$ cat config.mk
export PLATFORM = sky130hd
export DESIGN_NAME = rv32_pc_redirect_ctrl
export DESIGN_NICKNAME = d
export VERILOG_FILES = /design/src/rtl/rv32_pc_redirect_ctrl.sv
export SDC_FILE = /design/constraint.sdc
export NUM_CORES = 1
export LEC_CHECK = 0
export CAP_MARGIN = 20
export CELL_PAD_IN_SITES_DETAIL_PLACEMENT = 1
export CELL_PAD_IN_SITES_GLOBAL_PLACEMENT = 1
export CORE_ASPECT_RATIO = 1.1
export CORE_UTILIZATION = 35
export CTS_BUF_LIST = sky130_fd_sc_hd__clkbuf_2
export DETAILED_ROUTE_END_ITERATION = 16
export PLACE_DENSITY_LB_ADDON = 0.2
export SYNTH_ARGS = -nofsm -noshare
export SYNTH_HDL_FRONTEND = slang
export SYNTH_SLANG_ARGS = --single-unit
$ cat constraint.sdc
create_clock -name clk -period 2.8 [get_ports clk]
set_input_delay 0.56 -clock clk [delete_from_list [all_inputs] [get_ports clk]]
set_output_delay 0.56 -clock clk [all_outputs]
set_load 0.01 [all_outputs]
$ cat src/rtl/rv32_pc_redirect_ctrl.sv
// PC overwrite sequencer: arbitrates trap/MRET/branch redirects, checks branch
// target alignment, holds a redirect across stalls and stretches the front-end flush.
module rv32_pc_redirect_ctrl #(
    parameter int unsigned C_EXT        = 1,
    parameter int unsigned FLUSH_CYCLES = 2
) (
    input  logic        clk,
    input  logic        reset_n,
    input  logic        stall_in,
    input  logic        trap_valid,
    input  logic [31:0] mtvec,
    input  logic        mret_valid,
    input  logic [31:0] mepc,
    input  logic        br_valid,
    input  logic [31:0] br_target,
    output logic        pc_overwrite_enable,
    output logic [31:0] pc_overwrite_data,
    output logic        flush,
    output logic        busy,
    output logic        misaligned_valid,
    output logic [31:0] misaligned_addr
);

    typedef enum logic [1:0] {
        IDLE,
        HOLD,
        FLUSH
    } state_e;

    localparam logic [3:0] RELOAD   = 4'(FLUSH_CYCLES - 1);
    localparam logic       MULTI    = (FLUSH_CYCLES > 1);

    state_e      state_q, state_d;
    logic [31:0] pending_q, pending_d;
    logic [3:0]  count_q, count_d;
    logic        mis_q, mis_d;
    logic [31:0] mis_addr_q, mis_addr_d;

    logic [31:0] trap_tgt;
    logic [31:0] mret_tgt;
    logic        br_mis;
    logic        req;
    logic        sel_mis;
    logic [31:0] sel_tgt;
    logic        start;
    logic [31:0] hold_tgt;
    logic        hold_mis;

    logic        en_c;
    logic [31:0] data_c;
    logic        flush_c;
    logic        mv_c;
    logic [31:0] ma_c;

    logic        unused_bits;
    assign unused_bits = ^{mtvec[1:0], mepc[0]};

    always_comb begin
        trap_tgt = {mtvec[31:2], 2'b00};
        if (C_EXT != 0) begin
            mret_tgt = {mepc[31:1], 1'b0};
            br_mis   = br_target[0];
        end else begin
            mret_tgt = {mepc[31:2], 2'b00};
            br_mis   = |br_target[1:0];
        end
        req     = trap_valid | mret_valid | br_valid;
        sel_mis = !trap_valid && !mret_valid && br_valid && br_mis;
        if (trap_valid)      sel_tgt = trap_tgt;
        else if (mret_valid) sel_tgt = mret_tgt;
        else if (br_mis)     sel_tgt = trap_tgt;
        else                 sel_tgt = br_target;
        // A trap during HOLD supersedes both the held target and any misaligned report.
        hold_tgt = trap_valid ? trap_tgt : pending_q;
        hold_mis = mis_q && !trap_valid;
    end

    always_comb begin
        state_d    = state_q;
        pending_d  = pending_q;
        count_d    = count_q;
        mis_d      = mis_q;
        mis_addr_d = mis_addr_q;
        en_c       = 1'b0;
        data_c     = '0;
        flush_c    = 1'b0;
        mv_c       = 1'b0;
        ma_c       = '0;
        start      = 1'b0;

        unique case (state_q)
            IDLE: begin
                start = req;
            end
            HOLD: begin
                en_c    = 1'b1;
                data_c  = hold_tgt;
                flush_c = 1'b1;
                if (stall_in) begin
                    pending_d = hold_tgt;
                    mis_d     = hold_mis;
                end else begin
                    mv_c      = hold_mis;
                    ma_c      = hold_mis ? mis_addr_q : '0;
                    pending_d = '0;
                    mis_d     = 1'b0;
                    count_d   = RELOAD;
                    state_d   = MULTI ? FLUSH : IDLE;
                end
            end
            FLUSH: begin
                flush_c = 1'b1;
                start   = trap_valid;
                if (!trap_valid && !stall_in) begin
                    count_d = count_q - 4'd1;
                    if (count_q <= 4'd1) begin
                        count_d = '0;
                        state_d = IDLE;
                    end
                end
            end
            default: state_d = IDLE;
        endcase

        // New redirect accepted from IDLE, or a trap restarting an in-progress flush.
        if (start) begin
            en_c    = 1'b1;
            data_c  = sel_tgt;
            flush_c = 1'b1;
            if (stall_in) begin
                state_d    = HOLD;
                pending_d  = sel_tgt;
                mis_d      = sel_mis;
                mis_addr_d = br_target;
            end else begin
                mv_c    = sel_mis;
                ma_c    = sel_mis ? br_target : '0;
                count_d = RELOAD;
                state_d = MULTI ? FLUSH : IDLE;
            end
        end
    end

    always_ff @(posedge clk or negedge reset_n) begin
        if (!reset_n) begin
            state_q    <= IDLE;
            pending_q  <= '0;
            count_q    <= '0;
            mis_q      <= 1'b0;
            mis_addr_q <= '0;
        end else begin
            state_q    <= state_d;
            pending_q  <= pending_d;
            count_q    <= count_d;
            mis_q      <= mis_d;
            mis_addr_q <= mis_addr_d;
        end
    end

    // Outputs are forced low while reset is asserted, independent of the request inputs.
    assign pc_overwrite_enable = reset_n & en_c;
    assign pc_overwrite_data   = reset_n ? data_c : '0;
    assign flush               = reset_n & flush_c;
    assign busy                = reset_n & (state_q != IDLE);
    assign misaligned_valid    = reset_n & mv_c;
    assign misaligned_addr     = reset_n ? ma_c : '0;

endmodule

==> results of run 1 <==
## worst max-delay path: cells and delay by family (launching register included)
kind	cells	cell delay (ns)
AND/OR/NAND/NOR	2	0.41
buffers and inverters	7	0.78
flip-flops	1	0.48
adder cells (fa/ha/maj)	1	0.17
AO/OA/AOI/OAI	1	0.13
## power by group
part           internal (W)  total, W  switching (W)
sequential          0.00152   0.00184       0.000326
combinational       0.00261   0.00516        0.00254
clock              0.000115  0.000552       0.000437
total               0.00425   0.00755        0.00331
## logic make-up (layout without fill, tap and decap cells)
| kind of cell | after synthesis | in the layout | share of synthesized area |
|---|---|---|---|
| adders and majority gates | 5 | 5 | 0.0128 |
| DFF | 71 | 71 | 0.364 |
| AOI/OAI and AO/OA | 238 | 238 | 0.357 |
| buffers and inverters | 64 | 353 | 0.0629 |
| and+or+nand+nor | 70 | 70 | 0.0657 |
| other | 0 | 1 | 0 |
| muxes | 63 | 63 | 0.138 |
## final timing paths
path / endpoint / depth (start not counted) / start / slack [ns]
max: misaligned_addr[8] / 11 / state_q[1]$_DFFE_PN0P_ / -0.37
min: mis_q$_DFF_PN0_ / 2 / reset_n / 0.34
max reg2reg: mis_addr_q[11]$_DFFE_PN0P_ / 12 / state_q[1]$_DFFE_PN0P_ / 0.24
min reg2reg: mis_addr_q[29]$_DFFE_PN0P_ / 1 / mis_addr_q[29]$_DFFE_PN0P_ / 0.53
max in group asynchronous: mis_addr_q[23]$_DFFE_PN0P_ / 4 / reset_n / 1.57
min in group clk: pending_q[1]$_DFF_PN0_ / 4 / stall_in / 0.43
## cell usage in the layout, fill, tap and decap left out, types with 2 or more instances in the layout
cell type | Yosys | final
a211oi_1 | 2 | 2
a21oi_1 | 37 | 11
a21oi_2 | 0 | 23
a21oi_4 | 0 | 3
a22o_1 | 62 | 62
a22oi_1 | 59 | 54
a22oi_2 | 0 | 5
a31oi_1 | 32 | 32
and3_1 | 4 | 3
buf_12 | 0 | 15
buf_16 | 0 | 5
buf_2 | 11 | 63
buf_4 | 8 | 98
buf_6 | 3 | 36
buf_8 | 0 | 6
clkbuf_16 | 0 | 6
clkbuf_2 | 0 | 12
clkdlybuf4s50_1 | 0 | 92
clkinv_1 | 1 | 2
clkinv_2 | 0 | 2
dfrtp_1 | 71 | 71
dlygate4sd2_1 | 0 | 2
dlygate4sd3_1 | 0 | 3
ha_1 | 5 | 2
ha_4 | 0 | 3
inv_1 | 5 | 3
inv_2 | 1 | 3
mux2_1 | 28 | 28
mux2_2 | 4 | 4
mux2i_1 | 31 | 31
nand2_1 | 40 | 39
nand4_1 | 2 | 2
nor2_1 | 6 | 4
nor2_4 | 0 | 2
nor2b_1 | 2 | 2
nor3_1 | 3 | 2
o211ai_1 | 32 | 32
o21ai_0 | 4 | 4
or2_2 | 3 | 3
## metrics by stage
stage / hold slack, ns / instance area, um2 / setup WS (ns) / power, W / setup TNS [ns]
floorplan: 0.264 / 4880 / 0.506 / 0.00374 / 0
global placement: 0.397 / 7220 / -0.588 / 0.00512 / -39.13
detailed placement: 0.396 / 7220 / -0.612 / 0.00531 / -42.93
CTS: 0.00401 / 7860 / -0.258 / 0.00649 / -3.56
global route: 0.305 / 8340 / -0.459 / 0.00790 / -22.45
finish: 0.340 / 8340 / -0.369 / 0.00755 / -15.81
## area by class of cell
type	count	area (um2)	share of cell area
clock inverters	5	25.0	0.00300
diodes	1	2.50	0.000300
clock buffers	11	55.1	0.00660
repair buffers	330	3160	0.379
multi-input cells	376	3050	0.366
flip-flops and latches	71	1780	0.213
well taps	184	230	0.0276
inverters	7	33.8	0.00405
## metal layers
layer | GRT usage | vias to the layer above | share of wire
li1 | - | 2580 | -
met2 | 0.554 | 318 | 0.51
met1 | 0.373 | 3099 | 0.38
met5 | 0 | - | 0
met4 | 0.145 | 0 | 0.053
met3 | 0.0486 | 90 | 0.060
## flip-flops by register name, indices dropped and copies added (netlist names)
register    count
state_q         2
mis_q           1
pending_q      32
count_q         4
mis_addr_q     32
## repair_timing
item,4_1_cts,5_1_grt
setup buffers,50,29
pin swaps,34,37
hold endpoints to repair,3,4
gates resized for setup,356,43
hold buffers,1,2
cloned,5,6
endpoints found under the setup margin,67,68
==> results.md, run 1 <==
- Status: complete, but fails checks
- Failing checks: setup timing
- # DRC: 0
- Final nets: 902
- Startpoint types: flop
- Syn Inst Count: 511
- Routed Antenna Nets: 0
- GPL Wtd Cong: 0.787
- Kind of critical path: reg -> out
- Ys Warns: 0
- Sequential share of the synthesized area: 0.364
- Yosys top cell area share: 0.364
- Root buf cell: clkbuf_2
- Ys flop type: dfrtp_1
- Layout cell share with drive strength beyond 1: 0.380
- First-pass GRT wire length: 34,900 um
- Placed insts: 883
- #FFs+latches synth: 71
- Layout area overhead: 71.0%
- DR iter-0 viols: 452
- Die area: 0.0144 mm2
- Overall fraction of global-route tracks in use: 0.315
- Detailed Place HPWL: 13,500 um
- Port Buffers: 166
- Worst path cell trace: inv_2, ha_4, buf_6, nand4_1, nor2_4, buf_6, buf_8, buf_12, buf_6, a22o_1, buf_2
- Max Cap Viol: 0
- FP Rows: 44
- Clk_lat worst skew: 0.63 ns
- Number of fillers in the final layout: 1,511
- Final core occ: 0.623
- Vias in the first global route: 6,292
- Final worst slack: -0.369 ns
- Die Wd: 115 um
- Final Setup Violations: 66
- Hold Path Class: in -> async
- Post-Synthesis Cell Area: 0.00488 mm2
- Final Max Slew Viols: 0
- Synth area leader: dfrtp_1
- Count leader, synth: dfrtp_1
- Crit path time final: 3.17 ns
- Core area: 0.0134 mm2
- TritonCTS clock tree: yes
- Worst Path Required: 2.24 ns
- Slowest Stage Delay on Critical Path: 0.48 ns
- Routed len/inst: 25.9 um
- Die H: 126 um
- Worst Clk Skew: 0.0547 ns
- Netlist cell types: 44
- Number of enable flip-flop cells after synthesis: 0
- Top cell by count, worst path: buf_6
- Syn_nets: 618
- Worst Path Arrival: 2.61 ns
- Grt ovf: 0
- Max VDD drop: 0.000383 V
- Clk slew on worst S/H paths: 0.27 ns
- Drt first pass iters: 5
- # H-tree levels: 3
- Pwr dens: 906 mW/mm2
- CTS max path bufs: 2
- Final Instance Count excl. Fillers: 985
- CP Capture Type: output pin
- Async set-reset flop share out of synthesis: 1.00
- Final period util: 1.13
- Initial Util: 0.365
- Worst-Margin Slew: 0.462 ns
- Leak: 3.80 nW
- Via density: 6.18
- Total clock sinks: 71
- Initial antenna violation count: 1
- Largest net degree at the start of global routing: 57
- RSZ-0062 raised after global routing: yes
- Syn_area_per_cell: 9.54 um2
- Rel. slew slack: 0.692
- DR vias: 6,087
- # IOs: 170
- Hold Vio Cnt, Final: 0
- CP max FO: 5
- Dominant cells by area after synthesis: dfrtp_1 36%, a22o_1 11%, a22oi_1 9.1%
- Total CTS buffers: 9
- Post-Route WL: 25,600 um
- CP max stage cell: dfrtp_1
- FMAX: 316 MHz
- Post-synth top cells: 71 x dfrtp_1, 62 x a22o_1, 59 x a22oi_1, 40 x nand2_1, 37 x a21oi_1
No activity file was read; power rests on OpenSTA's default activity.
==> run 2: changes to the inputs <==
--- a/config.mk
+++ b/config.mk
@@ -11,6 +11,7 @@
 export CORE_ASPECT_RATIO = 1.1
 export CORE_UTILIZATION = 35
 export CTS_BUF_LIST = sky130_fd_sc_hd__clkbuf_2
+export CTS_CLUSTER_DIAMETER = 200
 export DETAILED_ROUTE_END_ITERATION = 16
 export PLACE_DENSITY_LB_ADDON = 0.2
 export SYNTH_ARGS = -nofsm -noshare
==> results of run 2 <==
Final layout, timing and power as in run 1 (identical DEF).
==> run 3: changes to the inputs <==
--- a/config.mk
+++ b/config.mk
@@ -9,6 +9,7 @@
 export CELL_PAD_IN_SITES_DETAIL_PLACEMENT = 1
 export CELL_PAD_IN_SITES_GLOBAL_PLACEMENT = 1
 export CORE_ASPECT_RATIO = 1.1
+export CORE_MARGIN = 2
 export CORE_UTILIZATION = 35
 export CTS_BUF_LIST = sky130_fd_sc_hd__clkbuf_2
 export CTS_CLUSTER_DIAMETER = 200
==> run 3 against run 2 <==
- the run still ends with setup timing left
- worst setup slack better by 0.19 ns
- sequential power hardly changed
- die area is 3.4% higher
- register-to-register slack worse by 0.25 ns
==> results.md, run 3 (synthesis results as in run 1) <==
- Status: complete, but fails checks
- Failing checks: setup timing
- GPL Wtd Cong: 0.791
- RSZ-0062 raised after global routing: yes
- Overall fraction of global-route tracks in use: 0.283
- Drt first pass iters: 5
- Total CTS buffers: 9
- Worst Clk Skew: 0.0456 ns
- Final Instance Count excl. Fillers: 989
- Pwr Total: 0.00742 W
- Hold Vio Cnt, Final: 0
- Largest net degree at the start of global routing: 37
- Startpoint types: flop
- Total clock sinks: 71
- Via density: 5.83
- CTS max path bufs: 2
- Initial antenna violation count: 0
- Most common cell after layout, fill and taps aside: buf_4
- Met1 WL: 9620 um
- Initial Util: 0.355
- Worst Path Arrival: 2.41 ns
- Routed wl met2: 11,600 um
- Max Cap Viol: 0
- Number of fillers in the final layout: 1,583
- Vias in the first global route: 6,002
- Routed len/inst: 23.3 um
- TNS Setup: -6.64 ns
- FP Rows: 45
- Hold Path Class: in -> async
- Rel. slew slack: 0.682
- Max VDD drop: 0.000378 V
- FMAX: 336 MHz
- Die Wd: 117 um
- Final Max Slew Viols: 0
- Final worst slack: -0.175 ns
- Worst Setup SP: state_q[1]$_DFFE_PN0P_
- Routed Antenna Nets: 0
- Final period util: 1.06
- DR vias: 5,770
- Layout area overhead: 68.1%
- Post-Route WL: 23,000 um
- Die area: 0.0149 mm2
- TritonCTS clock tree: yes
- Clk slew on worst S/H paths: 0.23 ns
- Crit path time final: 2.97 ns
- Core area: 0.0137 mm2
- Placed cell area: 0.00731 mm2
- Leak: 3.75 nW
- Port Buffers: 166
- Placed insts: 891
- # H-tree levels: 3
- Worst Path Required: 2.24 ns
- Final Setup Violations: 67
- Ant. Diodes: 0
- Most frequent cells in the layout: 116 x buf_4, 95 x clkdlybuf4s50_1, 71 x dfrtp_1, 65 x buf_2, 62 x a22o_1
- Reg-to-Reg Start: state_q[1]$_DFFE_PN0P_
- Grt ovf: 0
- Highest Signal Layer: met4
- Worst-Margin Slew: 0.477 ns
- Pwr dens: 906 mW/mm2
- DR WL met3: 1160 um
- CP max FO: 5
- First-pass GRT wire length: 32,600 um
- Kind of critical path: reg -> out
- Clk_lat worst skew: 0.61 ns
- Final nets: 903
- Die H: 128 um
- DR iter-0 viols: 342
- CP Capture Type: output pin
- # DRC: 0
- Root buf cell: clkbuf_2
- Detailed Place HPWL: 13,600 um
- Final core occ: 0.597
- Layout cell share with drive strength beyond 1: 0.372
- # IOs: 170
- Top Registers: mis_addr_q (32), pending_q (32), count_q (4)
- Design area: 0.00820 mm2
## run 3: where the power goes
part | leakage [nW] | switching, W | internal, W
logic | 2.84 | 0.00240 | 0.00267
registers | 0.852 | 0.000296 | 0.00152
clock network | 0.0613 | 0.000411 | 0.000131
## run 3: per-stage QoR
stage | worst slack [ns] | hold slack, ns
2_1_floorplan | 0.506 | 0.264
3_3_place_gp | -0.394 | 0.405
3_5_place_dp | -0.459 | 0.408
4_1_cts | -0.157 | 0.350
5_1_grt | -0.298 | 0.230
6_report | -0.175 | 0.295
## run 3: final timing paths
| kind | end | slack (ns) | cells after the start |
|---|---|---|---|
| min in group clk | pending_q[1]$_DFF_PN0_ | 0.41 | 4 |
| setup / recovery | misaligned_addr[26] | -0.17 | 10 |
| max in group asynchronous | count_q[0]$_DFF_PN0_ | 2.09 | 3 |
| hold / removal | mis_addr_q[17]$_DFFE_PN0P_ | 0.29 | 3 |
| hold reg to reg | mis_addr_q[13]$_DFFE_PN0P_ | 0.52 | 1 |
| setup reg to reg | pending_q[17]$_DFF_PN0_ | -0.01 | 17 |
## run 3: timing repair
item	4_1_cts	5_1_grt
endpoints found under the setup margin	68	69
hold buffers	4	0
buffers inserted	48	26
gates resized for setup	284	66
pin swaps	44	54
gates cloned	3	6
endpoints found under the hold margin	7	0
## run 3: layout make-up
cell class | count | area [um2] | share of cell area
Clock buffer | 14 | 70.1 | 0.00855
Clock inverter | 2 | 7.51 | 0.000916
Multi-Input combinational cell | 376 | 3010 | 0.367
Timing Repair Buffer | 331 | 3070 | 0.375
Inverter | 7 | 28.8 | 0.00351
Tap cell | 188 | 235 | 0.0287
Sequential cell | 71 | 1780 | 0.217
## run 3: critical path, stage by stage, from the launching register on
cell and delay, ns:
dfrtp_1 0.47, buf_6 0.14, ha_4 0.16, nand2_4 0.12, nand3_4 0.10, nor2_4 0.19
buf_6 0.13, buf_12 0.11, buf_16 0.11, a22o_1 0.13, buf_2 0.12
## run 3: routing by layer
| metal | vias up | track usage |
|---|---|---|
| met4 | 0 | 0.0900 |
| met5 | - | 0 |
| met2 | 193 | 0.493 |
| li1 | 2578 | - |
| met1 | 2956 | 0.355 |
| met3 | 43 | 0.0501 |
==> edit (settings of run 3) <==
Register the input `br_target` before use, cleared by the reset. The logic sees it one clock later. The other inputs are not delayed to match.
--- a/src/rtl/rv32_pc_redirect_ctrl.sv
+++ b/src/rtl/rv32_pc_redirect_ctrl.sv
@@ -31,4 +31,14 @@
     localparam logic       MULTI    = (FLUSH_CYCLES > 1);
 
+    logic [31:0] br_target_q;
+
+    always_ff @(posedge clk or negedge reset_n) begin
+        if (!reset_n) begin
+            br_target_q <= '0;
+        end else begin
+            br_target_q <= br_target;
+        end
+    end
+
     state_e      state_q, state_d;
     logic [31:0] pending_q, pending_d;
@@ -60,8 +70,8 @@
         if (C_EXT != 0) begin
             mret_tgt = {mepc[31:1], 1'b0};
-            br_mis   = br_target[0];
+            br_mis   = br_target_q[0];
         end else begin
             mret_tgt = {mepc[31:2], 2'b00};
-            br_mis   = |br_target[1:0];
+            br_mis   = |br_target_q[1:0];
         end
         req     = trap_valid | mret_valid | br_valid;
@@ -70,5 +80,5 @@
         else if (mret_valid) sel_tgt = mret_tgt;
         else if (br_mis)     sel_tgt = trap_tgt;
-        else                 sel_tgt = br_target;
+        else                 sel_tgt = br_target_q;
         // A trap during HOLD supersedes both the held target and any misaligned report.
         hold_tgt = trap_valid ? trap_tgt : pending_q;
@@ -132,8 +142,8 @@
                 pending_d  = sel_tgt;
                 mis_d      = sel_mis;
-                mis_addr_d = br_target;
+                mis_addr_d = br_target_q;
             end else begin
                 mv_c    = sel_mis;
-                ma_c    = sel_mis ? br_target : '0;
+                ma_c    = sel_mis ? br_target_q : '0;
                 count_d = RELOAD;
                 state_d = MULTI ? FLUSH : IDLE;
Behaviour: not the same (a bounded check fails within 4 cycles, from zero or initial values and one cycle with reset_n low).
==> edit against run 3 <==
- the flow still finishes with violations (negative setup slack)
- combinational power is 7.5% lower
- wire length is 7.3% higher
- sequential cell count is 32 higher
- synthesized area is 22% higher
- worst setup slack worse by 0.24 ns
- total power is 3.5% higher
- design area is 9.6% higher
- die area is 21% higher
- critical path type unchanged
==> edit: results (changes against run 3) <==
synth.mux.area_fraction: 0.0524  # -0.0851
cts_resized: 336  # +18%
grt_pass1_wl_um: 37100  # +14%
top_regs: "br_target_q: 32 flops, mis_addr_q: 32 flops, pending_q: 32 flops"
clk_pin_slew_worst_paths_ns: 0.30  # +0.07 ns
nFillCells: 1877  # +19%
place.gp.congestion: 0.828  # +4.8%
gr-usage-met3: 0.0512  # +0.00112
place_area_sq_um: 8330  # +14%
setup_tns_ns: -21.17  # -14.53 ns
p_clk_frac: 0.092  # +0.019
peakVddDrop_mv: 0.320  # -15%
grt_max_degree: 68  # +84%
clock_latency_ns: 0.66  # +0.05 ns
dr.first_iter.drc_count: 332  # -2.9%
dpl.hpwl_um: 15900  # +17%
antenna_found_initial: 1  # +1
p_comb_frac: 0.610  # -0.073
p_leak_uw: 0.00437  # +16%
grt_pass1_vias: 6824  # +14%
synth_cell_types: 48  # +9.1%
hold_buffers: 1  # -3
drive_gt1_frac: 0.299  # -0.0728
synth_compound_area_frac: 0.310  # -0.0465
synth-seq-area-share: 0.433  # +0.0691
viasPerCell: 5.77  # -1.1%
cts_setup_buffers: 36  # -25%
swShare: 0.420  # +0.00158
dp_slack_ns: -0.425  # +0.0342 ns
skew_ns: 0.0203  # -0.0253 ns
status: "finished, violations left"
wl_met1_um: 10200  # +6.0%
synth_commonest_cells: "nand2_1, dfrtp_1, a22oi_1"
r2r-end: "mis_q"
setup_viol_count_final: 66  # -1.5%
fin_ws_ns: -0.419  # -0.244 ns
maxSlewHeadroom: 0.493  # -0.189
worstSetupEndpoint: "pc_overwrite_data[7]"
violations: "negative setup slack"
wl_met2_um: 12500  # +7.3%
fin_hold_ws_ns: 0.204  # -0.0901 ns
grt_usage: 0.264  # -0.0198
num-nets-final: 1011  # +12%
syn-num-nets: 754  # +22%
syn_inst: 647  # +27%
yosys-top-cells-area: "dfrtp_1, a22oi_1, nand2_1, mux2i_1, o211a_1"
r2r_slack_ns: 0.43  # +0.44 ns
use_met2: 0.461  # -0.0315
critPathArrivalTime_ns: 2.66  # +0.25 ns
num_vias: 6433  # +11%
gr-usage-met1: 0.321  # -0.0344
==> edit: changes by cell type after synthesis, sizes merged, moves of 6 or more <==
| cell | delta |
|---|---|
| dfrtp | +32 |
| a22o | -29 |
| a31oi | -30 |
| buf | +6 |
| mux2 | -31 |
| a22oi | +28 |
| o211a | +28 |
| nand2 | +89 |
| nor2 | +30 |
==> edit: cell type report <==
cell class | instances | area (sq um) | area share
sequential | 103 | 2580 | 0.287
clock buffer | 9 | 45.0 | 0.00501
timing repair buffer | 309 | 2790 | 0.310
tap | 204 | 255 | 0.0284
multi-input combinational | 473 | 3230 | 0.360
antenna | 2 | 5.00 | 0.000557
inverter | 8 | 30.0 | 0.00334
clock inverter | 7 | 55.1 | 0.00612
==> edit: worst max-delay path, stage by stage, from the launching register on <==
cell	delay, ns
dfrtp_1	0.49
inv_2	0.08
ha_4	0.18
buf_6	0.12
o21ai_4	0.22
nand2_4	0.11
buf_12	0.15
buf_12	0.12
buf_6	0.11
o211a_4	0.15
nor2_4	0.14
buf_6	0.12
